--- config.mk ---
export PLATFORM = sky130hd
export DESIGN_NAME = picosoc_gpio
export DESIGN_NICKNAME = d
export VERILOG_FILES = /design/src/rtl/picosoc_gpio.sv
export SDC_FILE = /design/constraint.sdc
export NUM_CORES = 1
export LEC_CHECK = 0
export ABC_AREA = 1
export CORE_MARGIN = 2
export CORE_UTILIZATION = 33
export DETAILED_ROUTE_END_ITERATION = 16
export PLACE_DENSITY_LB_ADDON = 0.12
export SLEW_MARGIN = 30
export SYNTH_ARGS = -nofsm -noshare
export SYNTH_HDL_FRONTEND = slang
export SYNTH_SLANG_ARGS = --single-unit
export TNS_END_PERCENT = 10
--- constraint.sdc ---
create_clock -name clk -period 1.7 [get_ports clk]
set_input_delay 0.34 -clock clk [delete_from_list [all_inputs] [get_ports clk]]
set_output_delay 0.34 -clock clk [all_outputs]
set_load 0.01 [all_outputs]
--- src/rtl/picosoc_gpio.sv ---
// picosoc_gpio
// ------------
// Memory-mapped GPIO block for the PicoRV32 native memory bus. It provides:
//   - a WIDTH-bit output register and output-enable register
//   - atomic SET/CLR writes to the output register
//   - a synchronised readback of the input pins
//   - optionally, rising-edge capture with a level interrupt
//
// Optional feature macro:
//   PICOSOC_GPIO_EDGE_IRQ_EN  when defined, builds the edge logic: the prev
//                             flop, the arming counter, EDGE_EN, pend and irq.
//                             When undefined, offsets 0x14/0x18 act as
//                             reserved and irq is tied low.
//
// Ports:
//   clk        in   1      system clock
//   reset_n    in   1      synchronous active-low reset
//   mem_valid  in   1      CPU bus request
//   mem_addr   in   32     byte address
//   mem_wdata  in   32     write data
//   mem_wstrb  in   4      byte write strobes, 0 = read
//   mem_ready  out  1      transfer complete, one-cycle pulse
//   mem_rdata  out  32     read data, 0 whenever mem_ready is 0
//   gpio_in    in   WIDTH  asynchronous pin inputs
//   gpio_out   out  WIDTH  output register
//   gpio_oe    out  WIDTH  output enable, 1 = drive
//   irq        out  1      level interrupt, OR of all pending edges
//
// Register map (offset = mem_addr[4:2] * 4):
//   0x00 OUT  rw | 0x04 OE rw | 0x08 IN ro | 0x0C SET wo | 0x10 CLR wo
//   0x14 EDGE_EN rw | 0x18 EDGE_PEND w1c | 0x1C reserved

module picosoc_gpio #(
    parameter int          WIDTH       = 8,
    parameter logic [31:0] BASE_ADDR   = 32'h0200_0000,
    parameter int          SYNC_STAGES = 2
) (
    input  logic             clk,
    input  logic             reset_n,
    input  logic             mem_valid,
    input  logic [31:0]      mem_addr,
    input  logic [31:0]      mem_wdata,
    input  logic [3:0]       mem_wstrb,
    output logic             mem_ready,
    output logic [31:0]      mem_rdata,
    input  logic [WIDTH-1:0] gpio_in,
    output logic [WIDTH-1:0] gpio_out,
    output logic [WIDTH-1:0] gpio_oe,
    output logic             irq
);

    localparam logic [2:0] REG_OUT  = 3'd0;
    localparam logic [2:0] REG_OE   = 3'd1;
    localparam logic [2:0] REG_IN   = 3'd2;
    localparam logic [2:0] REG_SET  = 3'd3;
    localparam logic [2:0] REG_CLR  = 3'd4;
`ifdef PICOSOC_GPIO_EDGE_IRQ_EN
    localparam logic [2:0] REG_EDGE_EN   = 3'd5;
    localparam logic [2:0] REG_EDGE_PEND = 3'd6;
`endif

    // Bus handshake: a transfer is accepted at the edge where mem_valid is
    // high, the address hits this block and no ready pulse is in flight.
    // mem_ready is then high for exactly the following cycle together with
    // mem_rdata; it is forced low in the cycle after, so a master that keeps
    // mem_valid high sees one completion every two cycles. Writes and the
    // read sample both happen at the accepting edge.
    logic       sel;
    logic       xfer;
    logic       wr_en;
    logic       ready_q;
    logic [2:0] reg_idx;

    assign sel     = mem_valid && (mem_addr[31:5] == BASE_ADDR[31:5]);
    assign xfer    = sel && !ready_q;
    assign wr_en   = xfer && (mem_wstrb != 4'b0000);
    assign reg_idx = mem_addr[4:2];

    // Byte-lane mask; bits at or above WIDTH simply fall off the slice.
    logic [31:0]      byte_mask;
    logic [31:0]      wr_bits;
    logic [WIDTH-1:0] wr_mask;
    logic [WIDTH-1:0] wr_data;

    assign byte_mask = {{8{mem_wstrb[3]}}, {8{mem_wstrb[2]}},
                        {8{mem_wstrb[1]}}, {8{mem_wstrb[0]}}};
    assign wr_bits   = mem_wdata & byte_mask;
    assign wr_mask   = byte_mask[WIDTH-1:0];
    assign wr_data   = wr_bits[WIDTH-1:0];

    // Output and output-enable registers.
    logic [WIDTH-1:0] out_q;
    logic [WIDTH-1:0] oe_q;

    always_ff @(posedge clk) begin
        if (!reset_n) begin
            out_q <= '0;
            oe_q  <= '0;
        end else if (wr_en) begin
            case (reg_idx)
                REG_OUT: out_q <= (out_q & ~wr_mask) | wr_data;
                REG_OE:  oe_q  <= (oe_q & ~wr_mask) | wr_data;
                REG_SET: out_q <= out_q | wr_data;
                REG_CLR: out_q <= out_q & ~wr_data;
                default: ;
            endcase
        end
    end

    assign gpio_out = out_q;
    assign gpio_oe  = oe_q;

    // Input synchroniser chain; stage 0 is the metastability-exposed flop.
    logic [WIDTH-1:0] sync_q [SYNC_STAGES];
    logic [WIDTH-1:0] sync_in;

    always_ff @(posedge clk) begin
        if (!reset_n) begin
            for (int i = 0; i < SYNC_STAGES; i++) begin
                sync_q[i] <= '0;
            end
        end else begin
            sync_q[0] <= gpio_in;
            for (int i = 1; i < SYNC_STAGES; i++) begin
                sync_q[i] <= sync_q[i-1];
            end
        end
    end

    assign sync_in = sync_q[SYNC_STAGES-1];

`ifdef PICOSOC_GPIO_EDGE_IRQ_EN
    // Edge capture. The synchroniser and prev flop reset to 0, so a pin that
    // is already high at reset would look like a rising edge while the chain
    // fills. The arming counter holds off detection until the chain and the
    // prev flop carry real pin history.
    localparam logic [2:0] ARM_CYCLES = 3'(SYNC_STAGES + 1);

    logic [WIDTH-1:0] prev_q;
    logic [WIDTH-1:0] edge_en_q;
    logic [WIDTH-1:0] pend_q;
    logic [WIDTH-1:0] pend_nxt;
    logic [WIDTH-1:0] rise;
    logic [2:0]       arm_cnt;
    logic             armed;

    assign armed = (arm_cnt == ARM_CYCLES);
    assign rise  = sync_in & ~prev_q & {WIDTH{armed}};

    // W1C is applied first and new rises are ORed in after it, so a rise
    // arriving in the same cycle as its clear keeps the bit set.
    always_comb begin
        pend_nxt = pend_q;
        if (wr_en && (reg_idx == REG_EDGE_PEND)) begin
            pend_nxt = pend_nxt & ~wr_data;
        end
        pend_nxt = pend_nxt | (rise & edge_en_q);
    end

    always_ff @(posedge clk) begin
        if (!reset_n) begin
            prev_q    <= '0;
            edge_en_q <= '0;
            pend_q    <= '0;
            arm_cnt   <= 3'd0;
        end else begin
            prev_q <= sync_in;
            pend_q <= pend_nxt;
            if (!armed) begin
                arm_cnt <= arm_cnt + 3'd1;
            end
            if (wr_en && (reg_idx == REG_EDGE_EN)) begin
                edge_en_q <= (edge_en_q & ~wr_mask) | wr_data;
            end
        end
    end

    assign irq = |pend_q;
`else
    assign irq = 1'b0;
`endif

    // Read multiplexer; write-only and reserved offsets read 0.
    logic [31:0] rd_mux;

    always_comb begin
        rd_mux = '0;
        case (reg_idx)
            REG_OUT:       rd_mux[WIDTH-1:0] = out_q;
            REG_OE:        rd_mux[WIDTH-1:0] = oe_q;
            REG_IN:        rd_mux[WIDTH-1:0] = sync_in;
`ifdef PICOSOC_GPIO_EDGE_IRQ_EN
            REG_EDGE_EN:   rd_mux[WIDTH-1:0] = edge_en_q;
            REG_EDGE_PEND: rd_mux[WIDTH-1:0] = pend_q;
`endif
            default:       rd_mux = '0;
        endcase
    end

    // Read data is zero outside the ready pulse so the SoC can OR slaves.
    logic [31:0] rdata_q;

    always_ff @(posedge clk) begin
        if (!reset_n) begin
            ready_q <= 1'b0;
            rdata_q <= '0;
        end else begin
            ready_q <= xfer;
            rdata_q <= xfer ? rd_mux : 32'd0;
        end
    end

    assign mem_ready = ready_q;
    assign mem_rdata = rdata_q;

    // Address byte offset and data bits above WIDTH are not used.
    logic unused_bits;
    assign unused_bits = ^{mem_addr[1:0], wr_bits};

endmodule

### After elaboration in Yosys (flattened, before gate mapping)

Memories as Yosys holds them, arrays and structs flattened.
Index checks and enable logic that the tools add are counted.

| word-level totals | value |
|---|---|
| flip-flop bits (word level) | 49 |
| latch bits | 0 |
| RAM bits | 16 |
| bits in read-only memories | 0 |
| input port bits | 79 |
| output and inout bits | 50 |
| logic and storage cells | 38 |
| memories kept | 1 |

Memories:

| memory | depth | bits a word | read ports | clocked after memory_dff | write ports | line | RTL |
|---|---|---|---|---|---|---|---|
| sync_q | 2 | 8 | 2 | 0 | 2 | 114 | `logic [WIDTH-1:0] sync_q [SYNC_STAGES];` |

| cells by class | value |
|---|---|
| $add $sub $neg | 0 |
| multiply operators | 0 |
| div/mod/pow operators | 0 |
| $lt $le $gt $ge | 0 |
| equal/unequal tests | 5 |
| shift-type cells | 0 |
| multiplexer cells | 6 |
| bitwise logic cells | 11 |
| reductions and logical operators | 10 |

Operators with widths:

| cell | count |
|---|---|
| one-hot mux 8 bit (3 select lines) | 2 |
| AND 8 bit | 4 |
| equality test 27 x 21 -> 1 bit (second input constant) | 1 |
| bitwise OR 8 bit | 3 |
| two-way mux 8 bit | 2 |
| NOT 8 bit | 2 |
| equality test 3 x 2 -> 1 bit (second input constant) | 2 |
| AND reduction 2 bit | 3 |
| nonzero test 4 bit | 1 |
| equality test 3 x 1 -> 1 bit (second input constant) | 1 |
| equality test 3 bit (second input constant) | 1 |
| logical AND 1 bit | 3 |
| logical NOT 3 bit | 1 |
| nonzero test 3 bit | 1 |
| two-way mux 1 bit | 2 |
| bitwise OR 1 bit | 2 |
| logical NOT 1 bit | 1 |

### Longest topological paths before layout

Gate-level depths: netlist (run 1).

| depth | value |
|---|---|
| depth in word-level cells | 5 |
| mapped depth | 11 |
| depth with buffers taken out | 10 |

### Worst setup path after synthesis (run 1)

OpenSTA, ideal clock, no wires.

| timing | value |
|---|---|
| path kind | input port to flip-flop |
| from | input port mem_addr[6] |
| to | register with a tool-made name |
| library setup time | 0.113 ns |
| data arrival time | 1.310 ns |
| data required time | 1.587 ns |
| path slack | 0.278 ns |
| stages | 8 |
| buffers on the path | 1 |
| path through | or2_1 -> nor2_1 -> nand2_2 -> nor2_8 -> nand3_4 -> buf_6 -> nor2_1 -> nor2_1 |

RTL lines:

| what | line | RTL |
|---|---|---|
| start, declared | 41 | `input logic [31:0] mem_addr,` |

### Worst setup path in the final report (run 1)

| timing | value |
|---|---|
| from | register out_q[7], in the netlist gpio_out[7] |
| to | output port gpio_out[7] |

RTL lines:

| what | line | RTL |
|---|---|---|
| start, declared | 92 | `logic [WIDTH-1:0] out_q;` |
| start signal, assigned | 101 | `REG_OUT: out_q <= (out_q & ~wr_mask) \| wr_data;` |
| start signal, assigned | 103 | `REG_SET: out_q <= out_q \| wr_data;` |
| start signal, assigned | 104 | `REG_CLR: out_q <= out_q & ~wr_data;` |
| end, declared | 47 | `output logic [WIDTH-1:0] gpio_out,` |

No word-level cell between the ends.

==> flow_results.xml, run 1 <==
<?xml version="1.0" encoding="UTF-8"?>
<metrics>
  <group name="status">
    <metric name="outcome" unit="">finished clean</metric>
  </group>
  <group name="synthesis">
    <metric name="synth_xor_area_frac" unit="">0</metric>
    <metric name="dominant_combinational_cell_family_by_area_after_synthesis" unit="">simple AND/OR/NAND/NOR gates</metric>
    <metric name="synth_seq_cells" unit="">41</metric>
    <metric name="syn_avg_cell_area" unit="sq um">7.166</metric>
    <metric name="synth_adder_area_share" unit="">0</metric>
    <metric name="ys_types" unit="">22</metric>
    <metric name="synth_compound_gate_area_share" unit="">0.06314</metric>
    <metric name="post_synth_instance_area" unit="sq um">1942</metric>
    <metric name="syn_inst" unit="">271</metric>
    <metric name="ys_warn_count" unit="">0</metric>
    <metric name="yosysSeqAreaShare" unit="">0.4227</metric>
    <metric name="post_synthesis_share_of_cell_area_spent_on_and_or_nand_and_nor_gates" unit="">0.3280</metric>
    <metric name="synth_mux_area_frac" unit="">0</metric>
  </group>
  <group name="worst_setup_path">
    <metric name="worstSetupPathDepth" unit="">1</metric>
    <metric name="crit-reg2reg-launch" unit="">mem_ready$_SDFF_PN0_</metric>
    <metric name="worstSetupStartpointType" unit="">flip-flop</metric>
    <metric name="crit_buf_inv" unit="">1</metric>
    <metric name="worst_reg_to_reg_path_cell_count" unit="">9</metric>
    <metric name="regToRegSetupSlack" unit="ns">0.38</metric>
    <metric name="critPathMaxStageDelay" unit="ns">0.56</metric>
    <metric name="timing.setup.critical_path_class" unit="">reg -&gt; out</metric>
    <metric name="critical_path_peak_fanout" unit="">3</metric>
    <metric name="worst-endpoint-arrival" unit="ns">1.23</metric>
    <metric name="crit_start" unit="">gpio_out[7]$_SDFFE_PN0P_</metric>
    <metric name="worstPathCellList" unit="">clkdlybuf4s50_1</metric>
    <metric name="critical_path.top_delay_family" unit="">buffers and inverters</metric>
    <metric name="critPathRequiredTime" unit="ns">1.36</metric>
    <metric name="cpMaxStageDelayCell" unit="">clkdlybuf4s50_1</metric>
    <metric name="worst_setup_path_end_kind" unit="">output pin</metric>
  </group>
  <group name="power">
    <metric name="cellLeakagePower" unit="nW">1.347</metric>
    <metric name="power.ir.vdd_worst" unit="mV">0.4588</metric>
    <metric name="pwr_density_cell" unit="nW/um^2">693.1</metric>
  </group>
  <group name="clock_tree">
    <metric name="path_clk_slew" unit="ns">0.08</metric>
    <metric name="cts_tree" unit="">built</metric>
    <metric name="clock_latency" unit="ns">0.29</metric>
    <metric name="htree_levels" unit="">2</metric>
    <metric name="max-clock-path-buffers" unit="">2</metric>
    <metric name="post_cts.repair.setup_buffers" unit="">0</metric>
    <metric name="root_buffer" unit="">clkbuf_8</metric>
    <metric name="post_cts_gate_resize_count" unit="">0</metric>
    <metric name="cts-buffers-inserted" unit="">5</metric>
    <metric name="holdBufCountCts" unit="">0</metric>
    <metric name="cts_num_sinks" unit="">41</metric>
  </group>
  <group name="timing">
    <metric name="report.final.slew_viol_count" unit="">0</metric>
    <metric name="grt_setup_unrepaired" unit="">yes</metric>
    <metric name="fin_crit_sh" unit="">0.9251</metric>
    <metric name="timing.hold.ws" unit="ns">0.4089</metric>
    <metric name="totalNegativeSetupSlack" unit="ns">0</metric>
    <metric name="setup_violations" unit="">0</metric>
    <metric name="hold_viol_final" unit="">0</metric>
    <metric name="timing.clock.skew" unit="ns">0.008038</metric>
    <metric name="layout_min_cycle_time" unit="ns">1.573</metric>
    <metric name="maxClockFrequency" unit="MHz">635.9</metric>
  </group>
  <group name="final_layout">
    <metric name="postLayoutCellArea" unit="sq um">2918</metric>
    <metric name="final.fill_count" unit="">574</metric>
    <metric name="num-nets-final" unit="">443</metric>
    <metric name="syn_to_final_growth" unit="%">50.26</metric>
    <metric name="antennaDiodeCount" unit="">0</metric>
    <metric name="post_route_cells_drive_above_1_share" unit="">0.08767</metric>
  </group>
  <group name="drt">
    <metric name="detail_route.iter0.violations" unit="">107</metric>
    <metric name="post_drt_via_cell_ratio" unit="">4.346</metric>
    <metric name="finalWirelength" unit="um">4754</metric>
    <metric name="firstDrtPassIters" unit="">5</metric>
    <metric name="drt_wl_cell" unit="um">10.88</metric>
    <metric name="dr_vias" unit="">1899</metric>
    <metric name="final_antenna_net_count" unit="">0</metric>
    <metric name="detail_route.drc_violations" unit="">0</metric>
  </group>
  <group name="die">
    <metric name="coreArea" unit="sq um">5608</metric>
    <metric name="num_io_pins" unit="">129</metric>
    <metric name="die-height" unit="um">80.71</metric>
    <metric name="die_x" unit="um">80.71</metric>
    <metric name="placement_rows" unit="">27</metric>
    <metric name="die-area" unit="sq um">6514</metric>
    <metric name="initial_core_util" unit="">0.3463</metric>
  </group>
  <group name="grt">
    <metric name="global_route_total_usage_across_every_layer" unit="">0.1469</metric>
    <metric name="globalRouteOverflowTotal" unit="">0</metric>
    <metric name="initial_antenna_violation_count" unit="">0</metric>
    <metric name="vias_in_the_first_global_route" unit="">1639</metric>
    <metric name="grt_start_max_net_pins" unit="">25</metric>
    <metric name="wire_length_of_the_first_global_routing_pass" unit="um">7417</metric>
  </group>
  <group name="placed_design">
    <metric name="dpl_cell_area" unit="sq um">2803</metric>
    <metric name="gpl_wtd_cong" unit="">0.7278</metric>
    <metric name="post-dp-hpwl" unit="um">3605</metric>
    <metric name="portBuffers" unit="">77</metric>
  </group>
  <group name="min_path">
    <metric name="holdCritStartpoint" unit="">sync_q[0][7]$_SDFF_PN0_</metric>
    <metric name="holdPathStages" unit="">2</metric>
    <metric name="hold_end" unit="">sync_q[0][15]$_SDFF_PN0_</metric>
    <metric name="worstHoldPathType" unit="">reg -&gt; reg</metric>
  </group>
  <group name="run">
    <metric name="cap_viol_max_count" unit="">0</metric>
  </group>
</metrics>
## cell usage after synthesis, drive strengths merged
cell | count | area (sq um)
nand3 | 12 | 77.58
nand2 | 69 | 261.5
conb | 1 | 3.750
or2 | 1 | 6.260
dfxtp | 41 | 820.8
o31ai | 1 | 12.51
nor3 | 2 | 20.02
nand4 | 8 | 50.05
a21oi | 8 | 40.04
buf | 31 | 226.5
nor2 | 54 | 221.5
clkinv | 1 | 3.750
a221oi | 8 | 70.07
inv | 33 | 123.9
clkbuf | 1 | 3.750
## power breakdown
part           switching [mW]  internal, mW
clock                   0.324         0.440
combinational           0.125         0.151
sequential            0.00410         0.977
total                   0.454          1.57
## cell usage in the layout, fill, tap and decap left out, drive strengths merged
master         count
dfxtp             41
a221oi             8
inv               33
conb              25
nand3             12
nand4              8
clkbuf             6
nor2              54
buf               17
o31ai              1
clkinv             2
bufinv             1
nor3               2
nand2             69
clkdlybuf4s50     77
or2                1
a21oi              8
## layer usage
layer | share of wire | global-route usage | vias to the layer above
li1 | - | - | 977
met3 | 0.13 | 0.04607 | 6
met5 | 0 | 0 | -
met4 | 0.014 | 0.06610 | 0
met1 | 0.41 | 0.1823 | 821
met2 | 0.45 | 0.2333 | 95
## metrics by stage
stage,util,instances,total power [mW],setup WS [ns]
after global routing,0.5203,437,2.122,-0.009592
after detailed placement,0.4998,429,1.280,-0.2092
after CTS,0.5196,437,2.054,0.09659
final,0.5203,437,2.022,0.1274
after global placement,0.4998,429,1.277,-0.1627
after floorplan,-,295,1.147,0.2777
## how the worst max path moves through the flow
stage	endpoint	slack, ns
finish	gpio_out[7]	0.13
global route	flip-flop	-0.01
CTS	gpio_out[1]$_SDFFE_PN0P_	0.1
detailed placement	gpio_out[4]$_SDFFE_PN0P_	-0.21
global placement	gpio_out[0]$_SDFFE_PN0P_	-0.16
floorplan	flip-flop	0.28
## tightest hold or removal path, stage by stage (launching register included)
cell and delay, ns:
dfxtp_1 0.31, nand2_1 0.04, inv_1 0.04
## kinds of logic (layout without fill, tap and decap cells)
family                 Yosys count  count (layout)
buffers and inverters           66             136
other                            1              25
AO/OA/AOI/OAI                   17              17
AND/OR/NAND/NOR                146             146
flip-flops                      41              41
## layout make-up
type,instances,area [sq um],share of cell area
tap,72,90.09,0.03087
clock inverter,2,38.79,0.01329
sequential,41,820.8,0.2813
timing repair buffer,94,914.6,0.3135
clock buffer,6,72.57,0.02487
inverter,34,127.6,0.04374
multi-input combinational,188,853.3,0.2925
Note: power is estimated with default switching activity, not from simulation.
==> run 2: changes to the inputs <==
Settings changed: GPL_TIMING_DRIVEN set to 0.
==> flow_results.xml, run 2 (synthesis gave the netlist of run 1 again) <==
<?xml version="1.0" encoding="UTF-8"?>
<metrics>
  <group name="drt">
    <metric name="finalWirelength" unit="um">5191</metric>
    <metric name="firstDrtPassIters" unit="">5</metric>
    <metric name="dr_vias" unit="">1997</metric>
    <metric name="post_drt_via_cell_ratio" unit="">4.323</metric>
    <metric name="final_antenna_net_count" unit="">0</metric>
    <metric name="detail_route.drc_violations" unit="">0</metric>
    <metric name="detail_route.iter0.violations" unit="">68</metric>
    <metric name="drt_wl_cell" unit="um">11.24</metric>
  </group>
  <group name="power">
    <metric name="clock_power_share" unit="">0.320</metric>
    <metric name="power.ir.vdd_worst" unit="mV">0.3437</metric>
    <metric name="cellLeakagePower" unit="nW">1.523</metric>
    <metric name="pwr_density_cell" unit="nW/um^2">603.2</metric>
    <metric name="sw_frac_of_total" unit="">0.2458</metric>
    <metric name="combPwrFrac" unit="">0.164</metric>
    <metric name="p_total" unit="mW">1.902</metric>
    <metric name="internal_power" unit="mW">1.434</metric>
    <metric name="power_switching" unit="uW">467.6</metric>
    <metric name="pwr-share-seq" unit="">0.516</metric>
  </group>
  <group name="timing">
    <metric name="fin_crit_sh" unit="">0.9611</metric>
    <metric name="timing_worst_slew_pin_value" unit="ns">0.5224</metric>
    <metric name="hold_viol_final" unit="">0</metric>
    <metric name="totalNegativeSetupSlack" unit="ns">0</metric>
    <metric name="timing.clock.skew" unit="ns">0.003710</metric>
    <metric name="layout_min_cycle_time" unit="ns">1.634</metric>
    <metric name="slew_headroom" unit="">0.6506</metric>
    <metric name="report.final.slew_viol_count" unit="">0</metric>
    <metric name="setup_violations" unit="">0</metric>
    <metric name="maxClockFrequency" unit="MHz">612.0</metric>
    <metric name="grt_setup_unrepaired" unit="">yes</metric>
  </group>
  <group name="placed_design">
    <metric name="portBuffers" unit="">76</metric>
    <metric name="number_of_placed_instances_taps_included" unit="">443</metric>
    <metric name="dpl_cell_area" unit="sq um">2883</metric>
    <metric name="gpl_wtd_cong" unit="">0.7809</metric>
    <metric name="post-dp-hpwl" unit="um">3752</metric>
  </group>
  <group name="min_path">
    <metric name="worstHoldPathType" unit="">in -&gt; reg</metric>
  </group>
  <group name="final_layout">
    <metric name="antennaDiodeCount" unit="">0</metric>
    <metric name="postLayoutCellArea" unit="sq um">3153</metric>
    <metric name="mostFrequentLayoutCells" unit="">clkdlybuf4s50_1, nand2_1, nor2_1, dfxtp_1, buf_4</metric>
    <metric name="finalNonFillerCells" unit="">462</metric>
    <metric name="syn_to_final_growth" unit="%">62.37</metric>
    <metric name="layout_commonest_cell" unit="">clkdlybuf4s50_1</metric>
    <metric name="final.fill_count" unit="">549</metric>
    <metric name="post_route_cells_drive_above_1_share" unit="">0.1795</metric>
    <metric name="num-nets-final" unit="">468</metric>
  </group>
  <group name="grt">
    <metric name="initial_antenna_violation_count" unit="">0</metric>
    <metric name="grt.busiest_layer" unit="">met2</metric>
    <metric name="vias_in_the_first_global_route" unit="">1762</metric>
    <metric name="globalRouteOverflowTotal" unit="">0</metric>
    <metric name="grt_use_met1" unit="">0.1833</metric>
    <metric name="grt.met3_usage" unit="">0.05393</metric>
    <metric name="wire_length_of_the_first_global_routing_pass" unit="um">8045</metric>
    <metric name="use_met2" unit="">0.2775</metric>
    <metric name="global_route_total_usage_across_every_layer" unit="">0.1597</metric>
    <metric name="grt_start_max_net_pins" unit="">13</metric>
  </group>
  <group name="die">
    <metric name="die-height" unit="um">80.71</metric>
    <metric name="die-area" unit="sq um">6514</metric>
    <metric name="die_x" unit="um">80.71</metric>
    <metric name="num_io_pins" unit="">129</metric>
    <metric name="coreArea" unit="sq um">5608</metric>
    <metric name="placement_rows" unit="">27</metric>
    <metric name="initial_core_util" unit="">0.3463</metric>
  </group>
  <group name="worst_setup_path">
    <metric name="regToRegSetupSlack" unit="ns">0.28</metric>
    <metric name="critical_path_peak_fanout" unit="">7</metric>
    <metric name="worst_setup_path_end_kind" unit="">flip-flop</metric>
    <metric name="worst-endpoint-arrival" unit="ns">1.82</metric>
    <metric name="timing.setup.critical_path_class" unit="">in -&gt; reg</metric>
    <metric name="critPathRequiredTime" unit="ns">1.89</metric>
    <metric name="worstSetupStartpointType" unit="">input port</metric>
  </group>
  <group name="clock_tree">
    <metric name="cts_tree" unit="">built</metric>
    <metric name="root_buffer" unit="">clkbuf_8</metric>
    <metric name="path_clk_slew" unit="ns">0.08</metric>
    <metric name="clock_latency" unit="ns">0.29</metric>
    <metric name="cts-buffers-inserted" unit="">5</metric>
    <metric name="htree_levels" unit="">2</metric>
    <metric name="max-clock-path-buffers" unit="">2</metric>
    <metric name="cts_num_sinks" unit="">41</metric>
  </group>
  <group name="status">
    <metric name="outcome" unit="">finished clean</metric>
  </group>
  <group name="run">
    <metric name="cap_viol_max_count" unit="">0</metric>
  </group>
</metrics>
==> run 2: power by group through the flow <==
stage / logic (mW) / clock network, mW / registers [mW]
floorplan: 0.144 / 0 / 1.00
global placement: 0.291 / 0 / 1.00
detailed placement: 0.294 / 0 / 1.00
CTS: 0.299 / 0.622 / 0.981
global route: 0.341 / 0.675 / 0.983
finish: 0.312 / 0.608 / 0.981
==> run 2: final timing paths <==
kind | from | endpoint | cells after the start
worst max-delay path | mem_addr[5] | flip-flop | 9
worst min-delay path | reset_n | flip-flop | 3
worst max register to register | mem_ready$_SDFF_PN0_ | flip-flop | 9
worst min register to register | sync_q[0][5]$_SDFF_PN0_ | sync_q[0][13]$_SDFF_PN0_ | 2
==> run 2: critical path, stage by stage <==
cell and delay (ns):
clkdlybuf4s50_1 0.39, or2_1 0.24, nor2_2 0.15, nand2_4 0.09, nor2_8 0.14, nand3_4 0.14, clkbuf_16 0.19, nor2_1 0.09
nor2_1 0.05
==> run 2: cell type report <==
cell class	count	area, sq um	area share
multi-input cells	188	919.6	0.2917
repair buffers	87	875.8	0.2778
flip-flops and latches	41	820.8	0.2603
plain buffers	32	236.5	0.07500
inverters	34	127.6	0.04048
well taps	72	90.09	0.02857
clock buffers	6	72.57	0.02302
clock inverters	2	10.01	0.003175
==> run 2: timing repair <==
item | CTS | global route
gates resized for setup | 6 | 22
buffers inserted | 3 | 7
hold buffers | 0 | 0
pin swaps | 2 | 12
setup endpoints to repair | 17 | 24
gates cloned | 0 | 1
==> run 2: metrics by stage <==
stage,util,setup slack [ns],hold slack (ns)
after floorplan,-,0.2777,0.3905
after global placement,0.5141,-0.5973,0.3907
after detailed placement,0.5141,-0.6012,0.3972
after CTS,0.5366,0.001340,0.3367
after global routing,0.5622,-0.007219,0.3404
final,0.5622,0.06614,0.3314
==> run 2: layer usage <==
layer  vias up  share of wire
met5         -              0
met4         0          0.011
met3         6           0.12
met2        83           0.46
met1       878           0.41
li1       1030              -
==> run 3: changes to the inputs <==
Settings changed: PLACE_DENSITY set to 0.75, PLACE_DENSITY_LB_ADDON 0.12 to not set.
Clock period 1.7 ns to 1.9 ns, I/O delays scaled along.
==> flow_results.xml, run 3 (synthesis gave the netlist of run 1 again) <==
<?xml version="1.0" encoding="UTF-8"?>
<metrics>
  <group name="status">
    <metric name="outcome" unit="">finished clean</metric>
  </group>
  <group name="drt">
    <metric name="firstDrtPassIters" unit="">4</metric>
    <metric name="post_drt_via_cell_ratio" unit="">4.249</metric>
    <metric name="detail_route.iter0.violations" unit="">121</metric>
    <metric name="dr_vias" unit="">1912</metric>
    <metric name="finalWirelength" unit="um">5004</metric>
    <metric name="wl_met3" unit="um">678</metric>
    <metric name="m1WireLength" unit="um">1878</metric>
    <metric name="detail_route.drc_violations" unit="">0</metric>
    <metric name="final_antenna_net_count" unit="">0</metric>
    <metric name="drt_wl_cell" unit="um">11.12</metric>
    <metric name="topRoutingLayerUsed" unit="">met4</metric>
    <metric name="met2_wirelength" unit="um">2417</metric>
  </group>
  <group name="clock_tree">
    <metric name="cts_num_sinks" unit="">41</metric>
    <metric name="htree_levels" unit="">2</metric>
    <metric name="max-clock-path-buffers" unit="">2</metric>
    <metric name="cts_tree" unit="">built</metric>
    <metric name="root_buffer" unit="">clkbuf_8</metric>
    <metric name="clock_latency" unit="ns">0.29</metric>
    <metric name="holdBufCountCts" unit="">0</metric>
    <metric name="cts-buffers-inserted" unit="">5</metric>
    <metric name="path_clk_slew" unit="ns">0.07</metric>
  </group>
  <group name="final_layout">
    <metric name="finish.utilization" unit="">0.5359</metric>
    <metric name="num-nets-final" unit="">457</metric>
    <metric name="mostFrequentLayoutCells" unit="">clkdlybuf4s50_1, nand2_1, nor2_1, dfxtp_1, inv_1</metric>
    <metric name="post_route_cells_drive_above_1_share" unit="">0.1270</metric>
    <metric name="syn_to_final_growth" unit="%">54.77</metric>
    <metric name="finalNonFillerCells" unit="">450</metric>
    <metric name="sequential_cell_area" unit="sq um">820.8</metric>
    <metric name="final.fill_count" unit="">531</metric>
    <metric name="multiInputGateArea" unit="sq um">872.1</metric>
    <metric name="antennaDiodeCount" unit="">0</metric>
    <metric name="layout_commonest_cell" unit="">clkdlybuf4s50_1</metric>
    <metric name="postLayoutCellArea" unit="sq um">3005</metric>
  </group>
  <group name="die">
    <metric name="num_io_pins" unit="">129</metric>
    <metric name="coreArea" unit="sq um">5608</metric>
    <metric name="die-area" unit="sq um">6514</metric>
    <metric name="die-height" unit="um">80.71</metric>
    <metric name="initial_core_util" unit="">0.3463</metric>
    <metric name="die_x" unit="um">80.71</metric>
    <metric name="placement_rows" unit="">27</metric>
  </group>
  <group name="timing">
    <metric name="timing.hold.ws" unit="ns">0.3846</metric>
    <metric name="maxClockFrequency" unit="MHz">555.7</metric>
    <metric name="grt_setup_unrepaired" unit="">no</metric>
    <metric name="hold_viol_final" unit="">0</metric>
    <metric name="timing_worst_slew_pin_value" unit="ns">0.8239</metric>
    <metric name="setup_violations" unit="">0</metric>
    <metric name="fin_crit_sh" unit="">0.9472</metric>
    <metric name="report.final.slew_viol_count" unit="">0</metric>
    <metric name="timing.clock.skew" unit="ns">0.008903</metric>
    <metric name="slew_headroom" unit="">0.4477</metric>
    <metric name="layout_min_cycle_time" unit="ns">1.800</metric>
  </group>
  <group name="worst_setup_path">
    <metric name="worst_reg_to_reg_path_cell_count" unit="">10</metric>
    <metric name="timing.setup.critical_path_class" unit="">in -&gt; reg</metric>
    <metric name="cpMaxStageDelayCell" unit="">clkdlybuf4s50_1</metric>
    <metric name="worstPathCellList" unit="">clkdlybuf4s50_1, inv_1, nand3_2, inv_1, o31ai_4, nor2_1</metric>
    <metric name="worstSetupStartpointType" unit="">input port</metric>
    <metric name="critPathRequiredTime" unit="ns">2.06</metric>
    <metric name="regToRegSetupSlack" unit="ns">0.44</metric>
    <metric name="cell_occurring_most_often_along_the_worst_timing_path" unit="">inv_1</metric>
    <metric name="crit-reg2reg-launch" unit="">mem_ready$_SDFF_PN0_</metric>
    <metric name="critical_path_peak_fanout" unit="">9</metric>
    <metric name="worst_setup_path_end_kind" unit="">flip-flop</metric>
    <metric name="worst-endpoint-arrival" unit="ns">1.96</metric>
    <metric name="critPathMaxStageDelay" unit="ns">0.53</metric>
    <metric name="crit_start" unit="">mem_addr[4]</metric>
  </group>
  <group name="grt">
    <metric name="grt_start_max_net_pins" unit="">13</metric>
    <metric name="wire_length_of_the_first_global_routing_pass" unit="um">7755</metric>
    <metric name="global_route_total_usage_across_every_layer" unit="">0.1548</metric>
    <metric name="globalRouteOverflowTotal" unit="">0</metric>
    <metric name="initial_antenna_violation_count" unit="">0</metric>
    <metric name="vias_in_the_first_global_route" unit="">1707</metric>
  </group>
  <group name="power">
    <metric name="internal_power" unit="mW">1.406</metric>
    <metric name="clock_power_share" unit="">0.367</metric>
    <metric name="p_total" unit="mW">1.808</metric>
    <metric name="pwr-share-seq" unit="">0.486</metric>
    <metric name="pwr_density_cell" unit="nW/um^2">601.5</metric>
    <metric name="sw_frac_of_total" unit="">0.2225</metric>
    <metric name="power.ir.vdd_worst" unit="mV">0.3235</metric>
    <metric name="power_switching" unit="uW">402.3</metric>
    <metric name="combPwrFrac" unit="">0.147</metric>
    <metric name="cellLeakagePower" unit="nW">1.421</metric>
  </group>
  <group name="placed_design">
    <metric name="dpl_cell_area" unit="sq um">2883</metric>
    <metric name="number_of_placed_instances_taps_included" unit="">443</metric>
    <metric name="portBuffers" unit="">76</metric>
    <metric name="gpl_wtd_cong" unit="">0.7985</metric>
    <metric name="post-dp-hpwl" unit="um">3812</metric>
  </group>
  <group name="run">
    <metric name="cap_viol_max_count" unit="">0</metric>
  </group>
  <group name="min_path">
    <metric name="holdCritStartpoint" unit="">reset_n</metric>
    <metric name="worstHoldPathType" unit="">in -&gt; reg</metric>
    <metric name="holdPathStages" unit="">3</metric>
  </group>
</metrics>
-- run 3: cell types whose count changed in the layout (fill, tap and decap cells not counted), sizes merged --
cell	previous run	this run
buf	41	31
clkdlybuf4s50	73	76
dlymetal6s2s	3	0
clkbuf	8	6
bufinv	0	1
clkinv	3	2
-- run 3: final timing paths --
kind                              end
max           mem_rdata[7]$_SDFF_PN0_
min                         flip-flop
max reg2reg                 flip-flop
min reg2reg  sync_q[0][11]$_SDFF_PN0_
-- run 3: power groups by stage --
| stage | clock [mW] | sequential, mW | combinational [mW] |
|---|---|---|---|
| floorplan | 0 | 0.897 | 0.129 |
| global placement | 0 | 0.898 | 0.257 |
| detailed placement | 0 | 0.898 | 0.260 |
| CTS | 0.678 | 0.879 | 0.263 |
| global route | 0.723 | 0.880 | 0.292 |
| finish | 0.663 | 0.879 | 0.266 |
-- run 3: repair_timing --
| item | in CTS | in global routing |
|---|---|---|
| gates cloned | 0 | 0 |
| setup buffers | 0 | 0 |
| gates resized for setup | 2 | 2 |
| setup endpoints to repair | 9 | 10 |
-- run 3: area by class of cell --
cell class / instances / area share
clock buffers: 5 / 0.02290
clock inverters: 2 / 0.01166
repair buffers: 76 / 0.2531
multi-input cells: 188 / 0.2902
flip-flops and latches: 41 / 0.2731
inverters: 34 / 0.04246
plain buffers: 32 / 0.07660
well taps: 72 / 0.02998
-- run 3: metrics by stage --
stage	TNS [ns]	worst slack, ns
floorplan	0	0.4377
global route	0	0.004404
CTS	0	0.07256
global placement	-6.017	-0.3820
detailed placement	-6.414	-0.3943
finish	0	0.1004
-- run 3: worst max-delay path, delay by kind of cell --
kind / cells / cell delay [ns]
compound gates: 1 / 0.50
buf+inv: 3 / 0.78
simple gates: 2 / 0.29
-- run 3: routing by layer --
layer / global-route usage / vias to the layer above
met3: 0.07416 / 4
met5: 0 / -
met4: 0.04068 / 0
li1: - / 1004
met2: 0.2725 / 87
met1: 0.1662 / 817
